===== config.mk =====
export PLATFORM = sky130hd
export DESIGN_NAME = i2c_eeprom_target
export DESIGN_NICKNAME = d
export VERILOG_FILES = /design/src/rtl/i2c_eeprom_target_pkg.sv /design/src/rtl/i2c_bus_sync.sv /design/src/rtl/i2c_eeprom_target.sv
export SDC_FILE = /design/constraint.sdc
export NUM_CORES = 2
export LEC_CHECK = 0
export ABC_AREA = 1
export BUFFER_PORTS_ARGS = -buffer_cell sky130_fd_sc_hd__buf_2
export CAP_MARGIN = 20
export CORE_MARGIN = 8
export CORE_UTILIZATION = 57
export CTS_CLUSTER_DIAMETER = 50
export DETAILED_ROUTE_END_ITERATION = 8
export PLACE_DENSITY_LB_ADDON = 0.1
export SLEW_MARGIN = 0
export SYNTH_ARGS = -nofsm -noshare
export SYNTH_HDL_FRONTEND = slang
export SYNTH_HIERARCHICAL = 1
export SYNTH_SLANG_ARGS = --single-unit

===== constraint.sdc =====
create_clock -name aclk -period 4.94 [get_ports aclk]
set_clock_uncertainty 0.05 [all_clocks]
set_input_delay 0 -clock aclk [delete_from_list [all_inputs] [get_ports aclk]]
set_output_delay 0 -clock aclk [all_outputs]
set_load 0.1 [all_outputs]

===== src/rtl/i2c_eeprom_target_pkg.sv =====
// Shared definitions for the I2C EEPROM target: FSM state encodings, the
// ACK/NACK bus levels, the R/W bit position and the bus-event bundle produced
// by the synchronizer.
package i2c_eeprom_target_pkg;

  typedef logic [2:0] state_t;

  localparam state_t StIdle     = 3'd0;
  localparam state_t StDevAddr  = 3'd1;
  localparam state_t StWordAddr = 3'd2;
  localparam state_t StWrData   = 3'd3;
  localparam state_t StRdData   = 3'd4;
  localparam state_t StRdAck    = 3'd5;
  localparam state_t StIgnore   = 3'd6;

  // SDA level that means ACK / NACK on the bus.
  localparam logic AckBit  = 1'b0;
  localparam logic NackBit = 1'b1;

  // Position of the R/W flag in the address byte (1 = read).
  localparam int unsigned RwBit = 0;

  // Single-cycle bus events in the aclk domain.
  typedef struct packed {
    logic scl_rise;
    logic scl_fall;
    logic start;
    logic stop;
  } bus_evt_t;

  // Increment the low page_bits of ptr with wrap; upper bits are kept.
  function automatic logic [7:0] page_inc(input logic [7:0] ptr, input int unsigned page_bits);
    logic [7:0] mask;
    mask = 8'((32'd1 << page_bits) - 32'd1);
    return (ptr & ~mask) | ((ptr + 8'd1) & mask);
  endfunction

endpackage


===== src/rtl/i2c_bus_sync.sv =====
// Synchronizes SCL/SDA into the aclk domain and derives bus events.
// Ports:
//   clk_i   system clock (aclk)
//   rst_i   synchronous active-high reset
//   scl_i   raw SCL level (asynchronous)
//   sda_i   raw SDA level (asynchronous)
//   sda_o   synchronized SDA level, aligned with evt_o
//   evt_o   scl_rise / scl_fall / start / stop single-cycle pulses
module i2c_bus_sync
  import i2c_eeprom_target_pkg::*;
#(
  parameter int unsigned SYNC_STAGES = 2
) (
  input  logic     clk_i,
  input  logic     rst_i,
  input  logic     scl_i,
  input  logic     sda_i,
  output logic     sda_o,
  output bus_evt_t evt_o
);

  logic [SYNC_STAGES-1:0] scl_sync_q;
  logic [SYNC_STAGES-1:0] sda_sync_q;
  logic                   scl_prev_q;
  logic                   sda_prev_q;
  logic                   scl_s;
  logic                   sda_s;

  // Reset to the idle bus level so leaving reset does not fake an edge.
  always_ff @(posedge clk_i) begin
    if (rst_i) begin
      scl_sync_q <= '1;
      sda_sync_q <= '1;
      scl_prev_q <= 1'b1;
      sda_prev_q <= 1'b1;
    end else begin
      scl_sync_q <= {scl_sync_q[SYNC_STAGES-2:0], scl_i};
      sda_sync_q <= {sda_sync_q[SYNC_STAGES-2:0], sda_i};
      scl_prev_q <= scl_s;
      sda_prev_q <= sda_s;
    end
  end

  assign scl_s = scl_sync_q[SYNC_STAGES-1];
  assign sda_s = sda_sync_q[SYNC_STAGES-1];

  always_comb begin
    sda_o          = sda_s;
    evt_o.scl_rise = scl_s & ~scl_prev_q;
    evt_o.scl_fall = ~scl_s & scl_prev_q;
    // SCL must be high on both samples so an SCL edge is never taken as START/STOP.
    evt_o.start    = scl_s & scl_prev_q & sda_prev_q & ~sda_s;
    evt_o.stop     = scl_s & scl_prev_q & ~sda_prev_q & sda_s;
  end

endmodule


===== src/rtl/i2c_eeprom_target.sv =====
// I2C target emulating an AT24C02-style 256x8 EEPROM: random/current-address
// reads, byte/page writes and an optional write-cycle busy window.
// Ports:
//   aclk     system clock, >= 16x SCL
//   areset   synchronous active-high reset
//   scl_i    SCL bus level (async)
//   sda_i    SDA bus level (async)
//   sda_oe   1 = pull SDA low
//   busy     write cycle in progress; device address is NACKed
//   wr_evt   one-cycle pulse per byte committed to memory
//   wr_addr  address of committed byte
//   wr_data  committed byte
module i2c_eeprom_target
  import i2c_eeprom_target_pkg::*;
#(
  parameter logic [6:0]  DEV_ADDR    = 7'h50,
  parameter int unsigned PAGE_BITS   = 3,
  parameter int unsigned TWR_CYCLES  = 0,
  parameter int unsigned SYNC_STAGES = 2
) (
  input  logic       aclk,
  input  logic       areset,
  input  logic       scl_i,
  input  logic       sda_i,
  output logic       sda_oe,
  output logic       busy,
  output logic       wr_evt,
  output logic [7:0] wr_addr,
  output logic [7:0] wr_data
);

  localparam int unsigned TwrW = (TWR_CYCLES > 0) ? $clog2(TWR_CYCLES + 1) : 1;

  bus_evt_t evt;
  logic     sda_s;

  i2c_bus_sync #(
    .SYNC_STAGES(SYNC_STAGES)
  ) u_sync (
    .clk_i(aclk),
    .rst_i(areset),
    .scl_i(scl_i),
    .sda_i(sda_i),
    .sda_o(sda_s),
    .evt_o(evt)
  );

  state_t            state_q, state_d;
  logic [2:0]        bit_cnt_q, bit_cnt_d;
  logic [7:0]        shift_q, shift_d;
  logic              full_q, full_d;    // 8 bits received, awaiting the ACK fall
  logic              ack_q, ack_d;      // inside the 9th (ACK) bit slot
  logic [7:0]        ptr_q, ptr_d;
  logic              sda_oe_q, sda_oe_d;
  logic              wrote_q, wrote_d;  // a byte was committed since the last STOP
  logic [TwrW-1:0]   twr_q, twr_d;
  logic              wr_evt_q, wr_evt_d;
  logic [7:0]        wr_addr_q, wr_addr_d;
  logic [7:0]        wr_data_q, wr_data_d;
  logic              mem_we;
  logic              rx_state;
  logic [7:0]        mem_q [256];

  assign rx_state = (state_q == StDevAddr) || (state_q == StWordAddr) || (state_q == StWrData);

  always_comb begin
    state_d   = state_q;
    bit_cnt_d = bit_cnt_q;
    shift_d   = shift_q;
    full_d    = full_q;
    ack_d     = ack_q;
    ptr_d     = ptr_q;
    sda_oe_d  = sda_oe_q;
    wrote_d   = wrote_q;
    twr_d     = twr_q;
    wr_evt_d  = 1'b0;
    wr_addr_d = wr_addr_q;
    wr_data_d = wr_data_q;
    mem_we    = 1'b0;

    if (twr_q != '0) begin
      twr_d = twr_q - TwrW'(1);
    end

    if (evt.stop) begin
      state_d   = StIdle;
      sda_oe_d  = 1'b0;
      ack_d     = 1'b0;
      full_d    = 1'b0;
      bit_cnt_d = 3'd0;
      wrote_d   = 1'b0;
      if (wrote_q && (TWR_CYCLES > 0)) begin
        twr_d = TwrW'(TWR_CYCLES);
      end
    end else if (evt.start) begin
      state_d   = StDevAddr;
      sda_oe_d  = 1'b0;
      ack_d     = 1'b0;
      full_d    = 1'b0;
      bit_cnt_d = 3'd0;
    end else if (rx_state) begin
      if (evt.scl_rise && !ack_q && !full_q) begin
        shift_d   = {shift_q[6:0], sda_s};
        bit_cnt_d = bit_cnt_q + 3'd1;
        if (bit_cnt_q == 3'd7) begin
          full_d = 1'b1;
        end
      end else if (evt.scl_fall && ack_q) begin
        // End of our ACK slot.
        sda_oe_d = 1'b0;
        ack_d    = 1'b0;
      end else if (evt.scl_fall && full_q) begin
        full_d = 1'b0;
        if (state_q == StDevAddr) begin
          if ((shift_q[7:1] == DEV_ADDR) && (twr_q == '0)) begin
            sda_oe_d = ~AckBit;
            ack_d    = 1'b1;
            state_d  = shift_q[RwBit] ? StRdData : StWordAddr;
          end else begin
            state_d = StIgnore;
          end
        end else if (state_q == StWordAddr) begin
          ptr_d    = shift_q;
          sda_oe_d = ~AckBit;
          ack_d    = 1'b1;
          state_d  = StWrData;
        end else begin
          mem_we    = 1'b1;
          wr_evt_d  = 1'b1;
          wr_addr_d = ptr_q;
          wr_data_d = shift_q;
          ptr_d     = page_inc(ptr_q, PAGE_BITS);
          wrote_d   = 1'b1;
          sda_oe_d  = ~AckBit;
          ack_d     = 1'b1;
        end
      end
    end else if (state_q == StRdData) begin
      if (evt.scl_fall) begin
        if (ack_q) begin
          // Fall closing the address ACK or master ACK: load and present MSB.
          ack_d     = 1'b0;
          shift_d   = mem_q[ptr_q];
          sda_oe_d  = ~mem_q[ptr_q][7];
          bit_cnt_d = 3'd0;
        end else if (bit_cnt_q == 3'd7) begin
          // Eight bits out. The pointer advances here rather than on the master
          // ACK so a NACKed final byte still leaves it at last-read + 1.
          sda_oe_d  = 1'b0;
          bit_cnt_d = 3'd0;
          ptr_d     = ptr_q + 8'd1;
          state_d   = StRdAck;
        end else begin
          shift_d   = {shift_q[6:0], 1'b0};
          sda_oe_d  = ~shift_q[6];
          bit_cnt_d = bit_cnt_q + 3'd1;
        end
      end
    end else if (state_q == StRdAck) begin
      if (evt.scl_rise) begin
        if (sda_s == NackBit) begin
          state_d = StIgnore;
        end else begin
          state_d = StRdData;
          ack_d   = 1'b1;
        end
      end
    end
  end

  always_ff @(posedge aclk) begin
    if (areset) begin
      state_q   <= StIdle;
      bit_cnt_q <= 3'd0;
      shift_q   <= 8'd0;
      full_q    <= 1'b0;
      ack_q     <= 1'b0;
      ptr_q     <= 8'd0;
      sda_oe_q  <= 1'b0;
      wrote_q   <= 1'b0;
      twr_q     <= '0;
      wr_evt_q  <= 1'b0;
      wr_addr_q <= 8'd0;
      wr_data_q <= 8'd0;
    end else begin
      state_q   <= state_d;
      bit_cnt_q <= bit_cnt_d;
      shift_q   <= shift_d;
      full_q    <= full_d;
      ack_q     <= ack_d;
      ptr_q     <= ptr_d;
      sda_oe_q  <= sda_oe_d;
      wrote_q   <= wrote_d;
      twr_q     <= twr_d;
      wr_evt_q  <= wr_evt_d;
      wr_addr_q <= wr_addr_d;
      wr_data_q <= wr_data_d;
    end
  end

  // Storage is deliberately not reset.
  always_ff @(posedge aclk) begin
    if (mem_we) begin
      mem_q[ptr_q] <= shift_q;
    end
  end

  assign sda_oe  = sda_oe_q;
  assign busy    = (twr_q != '0);
  assign wr_evt  = wr_evt_q;
  assign wr_addr = wr_addr_q;
  assign wr_data = wr_data_q;

endmodule


==> impl_metrics.toml <==
[outcome]
run_status = "complete, no violations"

[grt]
antenna_found_initial = 8
grt_pass1_vias = 54479
grt_overflow = 0
grt_start_max_net_pins = 206
grt_pass1_wl_mm = 346
track_usage_pct = 28.1

[sta]
drv_slew = 0
hold_violations = 0
tightestPinTransition_ps = 1120
finalSetupViolCount = 0
rsz0062_at_grt = "no"
max-slew-margin-rel_pct = 25.1
clock.fmax_ghz = 0.267
finalCriticalPeriod_ps = 3750
finalCritPeriodShare_pct = 75.9
layout_setup_ws_ps = 1190
final.setup.tns_ps = 0

[flow_run]
cap_violations = 0

[yosys]
ys_types = 34
synth_edf_count = 2048
syn_nets = 7294
synth.most_common_cell = "nand2_1"
synth_area_um2 = 85500
synth_top_area_share_pct = 72.0
async_flop_share_pct = 0
synth_top_cells_by_area = "edfxtp_1 72%, nand3_1 12%, nand2_1 9.2%"
syn_inst = 7284
synth.yosys.seq_area_share_pct = 73.3
ys_ff_latch = 2105
synth_warnings = 6
synth_ff_type = "edfxtp_1"
avgSynthCellArea_um2 = 11.7
yosysTopAreaCell = "edfxtp_1"
yosys-top-cells-count = "2093 x nand2_1, 2048 x edfxtp_1, 1971 x nand3_1, 344 x nor2_1, 278 x buf_2"

[power]
leakagePower_uw = 0.0328
power_uw = 39200
peakVddDrop_mv = 0.356
cellPowerDensity_nw_per_um2 = 417

[critical_path]
ff2ff_path_depth = 14
cp-start-kind = "flop"
cp_max_fo = 205
cp.arrival_ps = 4410
r2r_end = "shift_q[7]"
reg2reg_slack_ps = 1190
cp.required_ps = 5600
critPathKind = "reg2reg"
worst_setup_path_end_kind = "flop"
crit_end = "shift_q[7]"

[layout]
num_antenna_cells = 0
final-seq-area_um2 = 62700
synthToLayoutAreaGrowth_pct = 10.0
stdcell_area_um2 = 94000
fin_nets = 7205
multi_input_area_um2 = 20200
drive_gt1_share_pct = 6.97
fill_cells = 11636

[clock_network]
clk_latency_ps = 850
clockBufferDepth = 3
htree_levels = 4
cts_buffers = 214
numClockSinks = 2105
cts_tree = "yes"
cts-root-buf = "clkbuf_16"
clk_pin_slew_ps = 60
cts.repair.resized = 0

[detailed_routing]
vias = 57173
drc = 0
wirelength_mm = 234
ant_nets = 0
drtPass1Iterations = 8
drtIter0Drc = 8019
avgViaCountPerCell = 6.10
wl_per_cell_um = 24.9

[die]
start_util_pct = 57.2
die_w_um = 403
core_area_um2 = 149000
rows = 142
io_pins = 23
dieHeight_um = 403
die_area_um2 = 163000

[placed_design]
placed_area_um2 = 87500
place_congestion = 0.903
numPortBuffers = 22
dpl.hpwl_mm = 131
dpl_worst_slack_ps = 1370

[min_path]
hp-class = "in2reg"
==> worst max-delay path, stage by stage (launching register included) <==
cell and delay, ps:
dfxtp_4 730, inv_16 350, buf_12 440, nand2_1 120, nand3_1 100, nand3_1 110
nand3_1 120, nand3_1 180, nand3_1 140, nand3_1 190, nand3_1 310, nand2_1 180
nand2_1 120, nand2_1 120, a21oi_1 70
==> how the worst min path moves through the flow <==
stage | cells past startpoint | end | slack (ps) | startpoint
2_1_floorplan | 1 | flop | 30 | areset
3_3_place_gp | 2 | u_sync/sda_sync_q[0] | 130 | sda_i
3_5_place_dp | 2 | u_sync/sda_sync_q[0] | 140 | sda_i
4_1_cts | 3 | wr_evt | 70 | areset
5_1_grt | 3 | wr_evt | 150 | areset
6_report | 3 | wr_evt | 150 | areset
==> power breakdown <==
group / switching, uW / internal [uW] / leakage (uW)
Sequential: 130 / 19400 / 0.0195
Combinational: 3300 / 1160 / 0.0101
Clock: 6630 / 8580 / 0.00317
Total: 10100 / 29100 / 0.0328
==> per-stage QoR <==
stage	util (%)	cells	hold slack, ps
2_1_floorplan	-	7284	27.8
3_3_place_gp	58.5	8986	135
3_5_place_dp	58.5	8988	136
4_1_cts	62.9	9372	67.8
5_1_grt	62.9	9372	153
6_report	62.9	9372	150
==> flip-flops by register name, indices dropped and copies added, names as in the netlist, named ones only <==
name,count
busy,1
mem_q,2048
sda_oe,1
bit_cnt_q,3
wr_addr,8
ptr_q,8
state_q,3
u_sync/scl_sync_q,2
full_q,1
wr_data,8
ack_q,1
u_sync/sda_prev_q,1
shift_q,8
u_sync/sda_sync_q,2
wr_evt,1
u_sync/scl_prev_q,1
==> logic make-up (layout without fill, tap and decap cells) <==
family,count (synthesis),in the layout,share of synthesized area (%)
AO/OA/AOI/OAI,164,164,1.05
flip-flops,2105,2105,73.3
adder cells (fa/ha/maj),6,6,0.0878
AND/OR/NAND/NOR,4436,4436,22.5
buffers and inverters,572,644,3.11
other,1,1,0.00439
==> routing by layer <==
| layer | GRT usage (%) | vias up | routed length, um | share of wire, % |
|---|---|---|---|---|
| li1 | - | 25690 | - | - |
| met1 | 40.8 | 28048 | 96400 | 41 |
| met2 | 43.7 | 2965 | 107000 | 46 |
| met3 | 4.75 | 468 | 22300 | 9.5 |
| met4 | 9.46 | 2 | 8470 | 3.6 |
| met5 | 0 | - | 19 | 0.0081 |
==> cell type report <==
cell class	instances	share of cell area [%]
Tap cell	2016	2.68
Multi-Input combinational cell	4607	21.5
Timing Repair Buffer	189	1.90
Sequential cell	2105	66.7
Clock buffer	269	6.06
Clock inverter	108	0.869
Inverter	78	0.347
==> placed cells by master, fill, tap and decap left out, types with 5 or more instances in the layout <==
cell type	synthesis	layout
nor2_1	344	344
a31oi_1	6	6
clkinv_8	0	5
clkinv_1	1	45
nor3_1	6	6
clkinvlp_4	0	9
clkbuf_16	0	220
nand3_1	1971	1971
o21ai_0	79	79
o22ai_1	22	22
nor2_2	7	7
buf_2	278	22
nand2_2	1	9
a21oi_1	47	47
buf_12	0	32
buf_4	29	127
dfxtp_4	0	13
bufinv_16	0	9
nand2_1	2093	2085
nor4_1	5	5
dlygate4sd3_1	0	7
inv_1	68	66
clkinv_2	1	35
inv_2	8	7
edfxtp_1	2048	2048
ha_1	6	6
dfxtp_1	57	43
clkbuf_1	124	48
==> repair_timing <==
action                    CTS  global route
hold buffers                7             0
hold endpoints to repair   29             0
buffers inserted            0             0
No activity file was read; power rests on OpenSTA's default activity.
